**src/rtl/instr_fetch_unit_pkg.sv**
```systemverilog
// Shared definitions for the instruction fetch unit: fetch FSM states and
// the opcode map that decode in control_unit uses as well.
package instr_fetch_unit_pkg;

  // Fetch sequencer states
  typedef enum logic [1:0] {
    ST_IDLE  = 2'd0,
    ST_ISSUE = 2'd1,
    ST_WAIT  = 2'd2
  } ifu_state_t;

  // Opcode field is the top three bits of every instruction word
  localparam logic [2:0] OPC_ADD   = 3'b000;
  localparam logic [2:0] OPC_SUB   = 3'b001;
  localparam logic [2:0] OPC_MUL   = 3'b010;
  localparam logic [2:0] OPC_DIV   = 3'b011;
  localparam logic [2:0] OPC_LOAD  = 3'b100;
  localparam logic [2:0] OPC_STORE = 3'b101;
  localparam logic [2:0] OPC_HALT  = 3'b111;

  localparam int OPC_W = 3;

endpackage

```
**src/rtl/instr_fetch_unit_if.sv**
```systemverilog
// Bundle of the fetch unit's memory, decode and control-unit signals.
// The master modport is the fetch unit's own view; slave is the view of
// the surrounding memory / decode / control logic.
interface instr_fetch_unit_if #(
  parameter int ADDR_W = 16,
  parameter int DATA_W = 16
);

  logic              start;
  logic              mem_busy;
  logic [ADDR_W-1:0] mem_address;
  logic              mem_read_enable;
  logic [DATA_W-1:0] mem_data_out;
  logic [DATA_W-1:0] instr;
  logic [ADDR_W-1:0] instr_pc;
  logic              instr_valid;
  logic              instr_ready;
  logic              redirect_valid;
  logic [ADDR_W-1:0] redirect_pc;
  logic              fetch_active;

  modport master (
    input  start, mem_busy, mem_data_out, instr_ready, redirect_valid, redirect_pc,
    output mem_address, mem_read_enable, instr, instr_pc, instr_valid, fetch_active
  );

  modport slave (
    output start, mem_busy, mem_data_out, instr_ready, redirect_valid, redirect_pc,
    input  mem_address, mem_read_enable, instr, instr_pc, instr_valid, fetch_active
  );

endinterface

```
**src/rtl/instr_fetch_unit_fifo.sv**
```systemverilog
// ifu_fifo: small synchronous prefetch FIFO holding {pc, instruction} pairs.
// Clear wins over push and pop; pop of an empty FIFO and push into a full
// FIFO (without a simultaneous pop) are ignored. The head entry reads out
// as zero while the FIFO is empty.
module ifu_fifo #(
  parameter int DEPTH = 4,
  parameter int WIDTH = 32
) (
  input  logic                       clk,
  input  logic                       reset,
  input  logic                       push_i,
  input  logic [WIDTH-1:0]           data_i,
  input  logic                       pop_i,
  input  logic                       clear_i,
  output logic [WIDTH-1:0]           data_o,
  output logic                       empty_o,
  output logic [$clog2(DEPTH+1)-1:0] count_o
);

  localparam int PTR_W = $clog2(DEPTH);
  localparam int CNT_W = $clog2(DEPTH + 1);

  logic [WIDTH-1:0] mem_q [DEPTH];
  logic [PTR_W-1:0] rdPtr_q;
  logic [PTR_W-1:0] wrPtr_q;
  logic [CNT_W-1:0] count_q;
  logic             doPush;
  logic             doPop;

  assign doPop   = pop_i && (count_q != '0);
  assign doPush  = push_i && ((count_q != CNT_W'(DEPTH)) || doPop);
  assign empty_o = (count_q == '0);
  assign count_o = count_q;
  assign data_o  = empty_o ? '0 : mem_q[rdPtr_q];

  // Storage array: written at the tail on every accepted push
  always_ff @(posedge clk or negedge reset) begin
    if (!reset) begin
      for (int i = 0; i < DEPTH; i++) begin
        mem_q[i] <= '0;
      end
    end else if (doPush && !clear_i) begin
      mem_q[wrPtr_q] <= data_i;
    end
  end

  // Pointers and occupancy; pointers wrap naturally since DEPTH is a power of 2
  always_ff @(posedge clk or negedge reset) begin
    if (!reset) begin
      rdPtr_q <= '0;
      wrPtr_q <= '0;
      count_q <= '0;
    end else if (clear_i) begin
      rdPtr_q <= '0;
      wrPtr_q <= '0;
      count_q <= '0;
    end else begin
      if (doPush) begin
        wrPtr_q <= wrPtr_q + PTR_W'(1);
      end
      if (doPop) begin
        rdPtr_q <= rdPtr_q + PTR_W'(1);
      end
      case ({doPush, doPop})
        2'b10:   count_q <= count_q + CNT_W'(1);
        2'b01:   count_q <= count_q - CNT_W'(1);
        default: count_q <= count_q;
      endcase
    end
  end

endmodule

```
**src/rtl/instr_fetch_unit.sv**
```systemverilog
// instr_fetch_unit: fetches instruction words from main memory into a
// prefetch FIFO and hands them to decode with their PC over valid/ready.
// At most one read is outstanding; a read is only issued when the FIFO has
// room, so the returning word always has a slot. A redirect flushes the
// FIFO and restarts fetch at the new PC, dropping any read still in flight.
// Optional feature: define IFU_HALT_DETECT_EN to stop fetching (back to
// IDLE) after a HALT-opcode word has been captured.
module instr_fetch_unit
  import instr_fetch_unit_pkg::*;
#(
  parameter int              ADDR_W   = 16,
  parameter int              DATA_W   = 16,
  parameter int              DEPTH    = 4,
  parameter int              MEM_LAT  = 1,
  parameter logic [ADDR_W-1:0] RESET_PC = '0
) (
  input  logic               clk,
  input  logic               reset,
  instr_fetch_unit_if.master bus
);

  localparam int LAT_W = (MEM_LAT > 1) ? $clog2(MEM_LAT) : 1;
  localparam int CNT_W = $clog2(DEPTH + 1);
  localparam int ENT_W = ADDR_W + DATA_W;

  ifu_state_t        state_q,  state_d;
  logic [ADDR_W-1:0] pc_q,     pc_d;
  logic [ADDR_W-1:0] reqPc_q,  reqPc_d;
  logic [LAT_W-1:0]  latCnt_q, latCnt_d;
  logic              squash_q, squash_d;

  logic              issue;
  logic              capture;
  logic              pushEn;
  logic [CNT_W-1:0]  fifoCount;
  logic              fifoEmpty;
  logic [ENT_W-1:0]  fifoHead;

  // Sequencer, PC and squash registers
  always_ff @(posedge clk or negedge reset) begin
    if (!reset) begin
      state_q  <= ST_IDLE;
      pc_q     <= RESET_PC;
      reqPc_q  <= '0;
      latCnt_q <= '0;
      squash_q <= 1'b0;
    end else begin
      state_q  <= state_d;
      pc_q     <= pc_d;
      reqPc_q  <= reqPc_d;
      latCnt_q <= latCnt_d;
      squash_q <= squash_d;
    end
  end

  // Next-state logic: issue/wait sequencing with redirect taking priority
  always_comb begin
    state_d  = state_q;
    pc_d     = pc_q;
    reqPc_d  = reqPc_q;
    latCnt_d = latCnt_q;
    squash_d = squash_q;
    issue    = 1'b0;
    capture  = 1'b0;

    case (state_q)
      ST_IDLE: begin
        if (bus.start) begin
          state_d = ST_ISSUE;
        end
      end
      ST_ISSUE: begin
        if (!bus.redirect_valid && !bus.mem_busy && (fifoCount < CNT_W'(DEPTH))) begin
          issue    = 1'b1;
          reqPc_d  = pc_q;
          pc_d     = pc_q + ADDR_W'(1);
          latCnt_d = LAT_W'(MEM_LAT - 1);
          state_d  = ST_WAIT;
        end
      end
      ST_WAIT: begin
        if (latCnt_q == '0) begin
          capture  = 1'b1;
          squash_d = 1'b0;
          state_d  = ST_ISSUE;
        end else begin
          latCnt_d = latCnt_q - LAT_W'(1);
        end
      end
      default: begin
        state_d = ST_IDLE;
      end
    endcase

    pushEn = capture && !squash_q && !bus.redirect_valid;

`ifdef IFU_HALT_DETECT_EN
    if (pushEn && (bus.mem_data_out[DATA_W-1 -: OPC_W] == OPC_HALT)) begin
      state_d = ST_IDLE;
    end
`else
`endif

    if (bus.redirect_valid) begin
      pc_d = bus.redirect_pc;
      if ((state_q == ST_WAIT) && (latCnt_q != '0)) begin
        squash_d = 1'b1;
      end
    end
  end

  assign bus.mem_read_enable = issue;
  assign bus.mem_address     = issue ? pc_q : '0;
  assign bus.fetch_active    = (state_q != ST_IDLE);

  ifu_fifo #(
    .DEPTH (DEPTH),
    .WIDTH (ENT_W)
  ) u_fifo (
    .clk     (clk),
    .reset   (reset),
    .push_i  (pushEn),
    .data_i  ({reqPc_q, bus.mem_data_out}),
    .pop_i   (bus.instr_ready),
    .clear_i (bus.redirect_valid),
    .data_o  (fifoHead),
    .empty_o (fifoEmpty),
    .count_o (fifoCount)
  );

  assign bus.instr_valid = !fifoEmpty;
  assign bus.instr_pc    = fifoHead[ENT_W-1 -: ADDR_W];
  assign bus.instr       = fifoHead[DATA_W-1:0];

endmodule

```
**src/flat_wrapper.sv**
```systemverilog
// flat-port wrapper written by rule: the top's interface ports become plain ports
module instr_fetch_unit_flat import instr_fetch_unit_pkg::*;
#(
  parameter int              ADDR_W   = 16,
  parameter int              DATA_W   = 16,
  parameter int              DEPTH    = 4,
  parameter int              MEM_LAT  = 1,
  parameter logic [ADDR_W-1:0] RESET_PC = '0
)
  (clk, reset, bus_start, bus_mem_busy, bus_mem_data_out, bus_instr_ready, bus_redirect_valid, bus_redirect_pc, bus_mem_address, bus_mem_read_enable, bus_instr, bus_instr_pc, bus_instr_valid, bus_fetch_active);
  instr_fetch_unit_if #(.ADDR_W(ADDR_W), .DATA_W(DATA_W)) bus_i ();
  input  logic clk;
  input  logic reset;
  input wire logic [$bits(bus_i.start)-1:0] bus_start;
  input wire logic [$bits(bus_i.mem_busy)-1:0] bus_mem_busy;
  input wire logic [$bits(bus_i.mem_data_out)-1:0] bus_mem_data_out;
  input wire logic [$bits(bus_i.instr_ready)-1:0] bus_instr_ready;
  input wire logic [$bits(bus_i.redirect_valid)-1:0] bus_redirect_valid;
  input wire logic [$bits(bus_i.redirect_pc)-1:0] bus_redirect_pc;
  output wire logic [$bits(bus_i.mem_address)-1:0] bus_mem_address;
  output wire logic [$bits(bus_i.mem_read_enable)-1:0] bus_mem_read_enable;
  output wire logic [$bits(bus_i.instr)-1:0] bus_instr;
  output wire logic [$bits(bus_i.instr_pc)-1:0] bus_instr_pc;
  output wire logic [$bits(bus_i.instr_valid)-1:0] bus_instr_valid;
  output wire logic [$bits(bus_i.fetch_active)-1:0] bus_fetch_active;
  assign bus_i.start = bus_start;
  assign bus_i.mem_busy = bus_mem_busy;
  assign bus_i.mem_data_out = bus_mem_data_out;
  assign bus_i.instr_ready = bus_instr_ready;
  assign bus_i.redirect_valid = bus_redirect_valid;
  assign bus_i.redirect_pc = bus_redirect_pc;
  assign bus_mem_address = bus_i.mem_address;
  assign bus_mem_read_enable = bus_i.mem_read_enable;
  assign bus_instr = bus_i.instr;
  assign bus_instr_pc = bus_i.instr_pc;
  assign bus_instr_valid = bus_i.instr_valid;
  assign bus_fetch_active = bus_i.fetch_active;
  instr_fetch_unit #(.ADDR_W(ADDR_W), .DATA_W(DATA_W), .DEPTH(DEPTH), .MEM_LAT(MEM_LAT), .RESET_PC(RESET_PC)) u_core (.clk(clk), .reset(reset), .bus(bus_i));
endmodule
```
**config.mk**
```make
export PLATFORM = sky130hd
export DESIGN_NAME = instr_fetch_unit_flat
export DESIGN_NICKNAME = d
export VERILOG_FILES = /design/src/rtl/instr_fetch_unit_pkg.sv /design/src/rtl/instr_fetch_unit_if.sv /design/src/rtl/instr_fetch_unit_fifo.sv /design/src/rtl/instr_fetch_unit.sv /design/src/flat_wrapper.sv
export SDC_FILE = /design/constraint.sdc
export NUM_CORES = 1
export LEC_CHECK = 0
export BUFFER_PORTS_ARGS = -buffer_cell sky130_fd_sc_hd__buf_2
export CAP_MARGIN = 20
export CORE_MARGIN = 1.5
export CORE_UTILIZATION = 53
export CTS_CLUSTER_DIAMETER = 100
export CTS_CLUSTER_SIZE = 25
export DETAILED_ROUTE_END_ITERATION = 10
export GPL_ROUTABILITY_DRIVEN = 0
export PLACE_DENSITY = 0.88
export SYNTH_ARGS = -nofsm -noshare
export SYNTH_HDL_FRONTEND = slang
export SYNTH_SLANG_ARGS = --single-unit
```
**constraint.sdc**
```tcl
create_clock -name clk -period 2.1 [get_ports clk]
set_input_delay 0.315 -clock clk [delete_from_list [all_inputs] [get_ports clk]]
set_output_delay 0.315 -clock clk [all_outputs]
set_load 0.05 [all_outputs]
```
==> results_dict.tcl, run 1 <==
set metrics [dict create \
    cts_sinks 170 \
    outcome "finished with violations" \
    yosys.area.top_type_share 0.503 \
    grt_pass1_wl_um 33100 \
    rsz0062_at_grt "yes" \
    synth_top_family_by_area "multiplexers" \
    clk_latency_ps 440 \
    die_y_um 129 \
    wirelength_um 21600 \
    rr_startpoint "u_core.pc_q[0]" \
    postSynthAreaPerCell_um2 14.6 \
    start_util 0.550 \
    min_to "u_core.pc_q[8]" \
    drive_gt1_frac 0.556 \
    yosys_warnings 0 \
    hold_start "bus_redirect_pc[8]" \
    critPathBufInv 3 \
    fin_skew_ps 8.14 \
    holdWs_ps 96.7 \
    cts-root-buf "clkbuf_16" \
    drtAntennaViolNets 0 \
    peakVddDrop_uv 760 \
    fin_util 0.706 \
    hold_path_class "primary input to register" \
    drtPass1Iterations 5 \
    antenna_found_initial 0 \
    synth.yosys.seq_area_share 0.503 \
    netlist_top_cells_area "dfrtp_1 50%, mux2_4 21%, mux4_2 8.5%" \
    h-tree-depth 4 \
    synthTopCellsByCount "170 x dfrtp_1, 120 x mux2_4, 33 x and2_1" \
    fp.coreArea_mm2 0.0154 \
    grt_pass1_vias 5959 \
    rrSetupSlack_ps 30 \
    drv_cap 0 \
    finalCritPeriodShare 1.13 \
    final_max_slew_viol_count 0 \
    slowest_stage "mux4_2" \
    muxShareOfSynthArea 0.313 \
    drtIter0Drc 450 \
    ys_ff_latch 170 \
    post-route-cell-area_mm2 0.0109 \
    setup_slack_ps -263 \
    worstPathArrival_ps 2050 \
    power.leakage_nw 5.54 \
    cpPeakStageDelay_ps 560 \
    p_per_area_mw_per_mm2 939 \
    fp-row-count 45 \
    finalNetCount 750 \
    yosysTopAreaCell "dfrtp_1" \
    post-route-drc-count 0 \
    path_cells "buf_4 -> buf_12 -> mux4_2 -> and2_4 -> buf_6" \
    worstSetupStartpointType "register" \
    antenna_cells 0 \
    synth_xor_xnor_area_share 0.00518 \
    yosys.area_share.adder 0.00977 \
    relSlewSlack 0.594 \
    setup_viol 40 \
    dieArea_mm2 0.0167 \
    netlist_instances 580 \
    fin_cells 930 \
    clock_path_buffers 2 \
    async_reset_ff_frac 1.00 \
    crit_type "register to output port" \
    synth_compound_area_frac 0.0484 \
    path_max_fanout 6 \
    fmax_mhz 423 \
    fin_crit_ps 2360 \
    reg2reg_to "u_core.pc_q[10]" \
    wl_per_cell_um 23.2 \
    grtUsageTotal 0.267 \
    tightest_slew_ps 608 \
    synth_cell_types 48 \
    tritoncts "yes" \
    placed_cell_area_mm2 0.00936 \
    holdPathStages 2 \
    synth_nets 624 \
    vias 5582 \
    die_w_um 129 \
    critical-path-top-delay-family "multiplexers" \
    cts.clk_slew.worst_paths_ps 70 \
    cts_buffers 17 \
    synth-edff-count 0 \
    io_pins 89 \
    area_growth_syn_to_layout_pct 28.4 \
    placed_cells 873 \
    syn-cell-area_mm2 0.00845 \
    r2r_cells 5 \
    portBuffers 88 \
    grt_max_degree 60 \
    dpl.hpwl_um 12700 \
    synthSimpleGateAreaFrac 0.0865 \
    worstPathRequired_ps 1780 \
    failed_checks "negative setup slack" \
    hold_viol_final 0 \
    via_per_inst 6.00 \
    synth_most_common_cell "dfrtp_1" \
    endpoint_kind "output port" \
    grt-ovfl-total 0 \
    synth_ff_type "dfrtp_1" \
]
[how the worst max path moves through the flow]
stage,startpoint,end,slack (ps),cells past startpoint
2_1_floorplan,u_core.u_fifo.count_o[2],bus_mem_address[5],-200,5
3_3_place_gp,bus_redirect_valid,u_core.u_fifo.mem_q[79],90,6
3_5_place_dp,bus_redirect_valid,bus_mem_address[3],-10,9
4_1_cts,u_core.u_fifo.rdPtr_q[0],bus_instr_pc[13],-240,5
5_1_grt,u_core.u_fifo.rdPtr_q[0],bus_instr[6],-290,6
6_report,u_core.u_fifo.rdPtr_q[0],bus_instr_pc[13],-260,5
[worst register-to-register path, cell delays in order (launching register included)]
cell and delay [ps]:
dfrtp_1 460, ha_1 260, nand2_1 130, or3_1 470
or4_1 570, nand3_1 110
[registers in the layout, indices dropped and copies added (netlist names)]
name and flops:
u_core.u_fifo.mem_q 128, u_core.reqPc_q 16, u_core.u_fifo.rdPtr_q 2, u_core.state_q 2, u_core.squash_q 1, u_core.u_fifo.wrPtr_q 2, u_core.pc_q 16, u_core.u_fifo.count_o 3
[cell families after synthesis]
| logic type | Yosys count |
|---|---|
| XOR/XNOR | 5 |
| flip-flops | 170 |
| adder cells (fa/ha/maj) | 6 |
| buffers and inverters | 52 |
| AND/OR/NAND/NOR | 127 |
| AO/OA/AOI/OAI | 57 |
| multiplexers | 163 |
[layout make-up]
| class | count | area (um2) |
|---|---|---|
| Timing Repair Buffer | 145 | 1560 |
| Sequential cell | 170 | 4260 |
| Clock inverter | 15 | 165 |
| Fill cell | 924 | 4520 |
| Inverter | 14 | 60.1 |
| Multi-Input combinational cell | 358 | 4120 |
| Tap cell | 211 | 264 |
| Clock buffer | 17 | 425 |
[placed cells by master, fill, tap and decap left out, drive strengths merged, types with 13 or more instances in the layout]
cell    Yosys  layout
dfrtp     170     170
buf        17     142
mux2      128     128
and2       33      33
mux4       32      32
nand2      29      29
clkbuf     21      19
inv        13      19
a21o       14      14
nand3      13      13
and3       13      13
[per-stage QoR]
| step | setup slack, ps | setup TNS, ps | total power [mW] |
|---|---|---|---|
| after CTS | -236 | -6420 | 9.95 |
| after detailed placement | -10.6 | -18.9 | 6.54 |
| after global routing | -286 | -8780 | 10.6 |
| final | -263 | -7130 | 10.2 |
| after floorplan | -201 | -599 | 5.83 |
| after global placement | 88.5 | 0 | 6.36 |
[per-layer routing]
layer,GRT usage,vias up,routed length (um)
li1,-,2378,-
met1,0.345,2864,8660
met2,0.444,286,11000
met3,0.0673,54,1380
met4,0.0886,0,595
met5,0,-,0
[power breakdown]
group	internal, mW	switching (mW)
combinational	1.45	1.18
clock	1.77	1.40
sequential	3.83	0.554
total	7.05	3.13
[what timing repair did]
action | 4_1_cts | 5_1_grt
endpoints found under the hold margin | 55 | 0
hold buffers | 1 | 0
gates cloned | 4 | 3
buffers inserted | 8 | 11
pin swaps | 1 | 1
setup endpoints to repair | 50 | 47
resized for setup | 138 | 61
No activity file was read; power rests on OpenSTA's default activity.
==> run 2, diff against run 1 <==
--- a/config.mk
+++ b/config.mk
@@ -17,3 +17,4 @@
 export SYNTH_ARGS = -nofsm -noshare
 export SYNTH_HDL_FRONTEND = slang
 export SYNTH_SLANG_ARGS = --single-unit
+export TNS_END_PERCENT = 1
==> results_dict.tcl, run 2 (same netlist as run 1, synthesis figures left out) <==
set metrics [dict create \
    hold_start "bus_redirect_pc[2]" \
    tightest_slew_ps 696 \
    h-tree-depth 4 \
    wirelength_um 19900 \
    die_y_um 129 \
    reg2reg_to "u_core.u_fifo.mem_q[14]" \
    rr_startpoint "u_core.state_q[0]" \
    hold_path_class "primary input to register" \
    area_growth_syn_to_layout_pct 23.5 \
    fin_cells 907 \
    drv_cap 0 \
    cts.clk_slew.worst_paths_ps 60 \
    wl_per_cell_um 22.0 \
    outcome "finished with violations" \
    holdPathStages 3 \
    dpl.hpwl_um 12200 \
    path_cells "buf_6 -> buf_12 -> buf_16 -> mux4_2 -> and2_4 -> buf_6" \
    fin_skew_ps 6.58 \
    largest_reg_flops 128 \
    fmax_mhz 428 \
    drtAntennaViolNets 0 \
    rsz0062_at_grt "yes" \
    drive_gt1_frac 0.527 \
    fin_crit_ps 2340 \
    mostFrequentLayoutCells "166 x dfrtp_1, 120 x mux2_4, 38 x buf_2, 38 x buf_6, 32 x mux4_2" \
    finalCritPeriodShare 1.11 \
    antenna_cells 0 \
    clock_path_buffers 2 \
    cts-root-buf "clkbuf_16" \
    start_util 0.550 \
    drtIter0Drc 349 \
    cts_sinks 170 \
    fp.coreArea_mm2 0.0154 \
    failed_checks "negative setup slack" \
    grtUsageTotal 0.253 \
    holdWs_ps 108 \
    post-route-drc-count 0 \
    via_per_inst 5.95 \
    worstPathRequired_ps 1780 \
    setup_slack_ps -238 \
    rrSetupSlack_ps 50 \
    grt_pass1_vias 5878 \
    worstSetupStartpointType "register" \
    dieArea_mm2 0.0167 \
    placed_cells 869 \
    final_common_cell "dfrtp_1" \
    relSlewSlack 0.530 \
    min_to "u_core.pc_q[2]" \
    portBuffers 88 \
    endpoint_kind "output port" \
    slowest_stage "mux4_2" \
    cts_buffers 17 \
    peakVddDrop_uv 629 \
    crit_type "register to output port" \
    grt_pass1_wl_um 31900 \
    hold_viol_final 0 \
    path_max_fanout 5 \
    top_register "u_core.u_fifo.mem_q" \
    fill_cells 1005 \
    cpPeakStageDelay_ps 510 \
    fin_util 0.679 \
    r2r_cells 5 \
    grt_max_degree 64 \
    worstPathArrival_ps 2020 \
    setup_viol 33 \
    die_w_um 129 \
    p_per_area_mw_per_mm2 934 \
    antenna_found_initial 0 \
    final_max_slew_viol_count 0 \
    fp-row-count 45 \
    power.leakage_nw 5.36 \
    finalNetCount 728 \
    vias 5393 \
    io_pins 89 \
    cpMostUsedCell "buf_6" \
    clk_latency_ps 420 \
    biggestRegsByFlops "u_core.u_fifo.mem_q: 128 flops, u_core.pc_q: 16 flops, u_core.reqPc_q: 16 flops" \
    drtPass1Iterations 5 \
    grt-ovfl-total 0 \
    tritoncts "yes" \
]
## run 2: cell types whose count changed in the layout (fill, tap and decap cells not counted), moves of 6 or more
cell | previous run | this run
and3_4 | 6 | 0
and2_1 | 10 | 4
buf_8 | 14 | 2
buf_4 | 28 | 21
and2_4 | 23 | 29
## run 2: per-stage QoR
stage	total power [mW]	instance area, um2	TNS, ps	setup WS, ps
detailed placement	6.50	9330	0	31.9
global placement	6.31	9330	0	70.3
floorplan	5.81	8450	-815	-201
global route	10.1	10400	-6590	-264
CTS	9.67	10300	-6080	-234
finish	9.75	10400	-5140	-238
## run 2: final cells by class
type	instances	area, um2	area share
clock buffer	24	472	0.0452
timing repair buffer	123	1260	0.121
multi-input combinational	358	4040	0.387
sequential	170	4260	0.408
tap	211	264	0.0253
clock inverter	7	92.6	0.00887
inverter	14	52.6	0.00504
## run 2: worst max path at each step
stage	slack (ps)	startpoint	end	cells past startpoint
3_3_place_gp	70	bus_redirect_valid	u_core.u_fifo.mem_q[7]	6
5_1_grt	-260	u_core.u_fifo.rdPtr_q[0]	bus_instr[8]	6
2_1_floorplan	-200	u_core.u_fifo.count_o[2]	bus_mem_address[5]	5
6_report	-240	u_core.u_fifo.rdPtr_q[0]	bus_instr[8]	6
3_5_place_dp	30	bus_redirect_valid	u_core.u_fifo.mem_q[126]	6
4_1_cts	-230	u_core.u_fifo.rdPtr_q[0]	bus_instr[8]	6
## run 2: worst max-delay path, delay by kind of cell (launching register included)
family,cells,cell delay (ps)
buffers and inverters,4,520
multiplexers,1,510
flip-flops,1,390
AND/OR/NAND/NOR,1,180
## run 2: timing repair
item | 4_1_cts | 5_1_grt
pin swaps | 0 | 1
gates resized for setup | 102 | 41
endpoints found under the hold margin | 44 | 0
hold buffers | 1 | 0
cloned | 3 | 0
setup endpoints to repair | 49 | 51
buffers inserted | 3 | 0
## run 2: routing by layer
| metal | global-route usage | vias up | wire [um] |
|---|---|---|---|
| li1 | - | 2323 | - |
| met2 | 0.413 | 229 | 9890 |
| met4 | 0.0859 | 0 | 354 |
| met3 | 0.0549 | 35 | 1150 |
| met5 | 0 | - | 0 |
| met1 | 0.340 | 2806 | 8540 |
## run 2: where the power goes
group          switching (mW)  internal, mW  total, mW
clock network            1.24          1.80       3.05
logic                    1.05          1.28       2.33
registers               0.538          3.84       4.38
total                    2.83          6.92       9.75
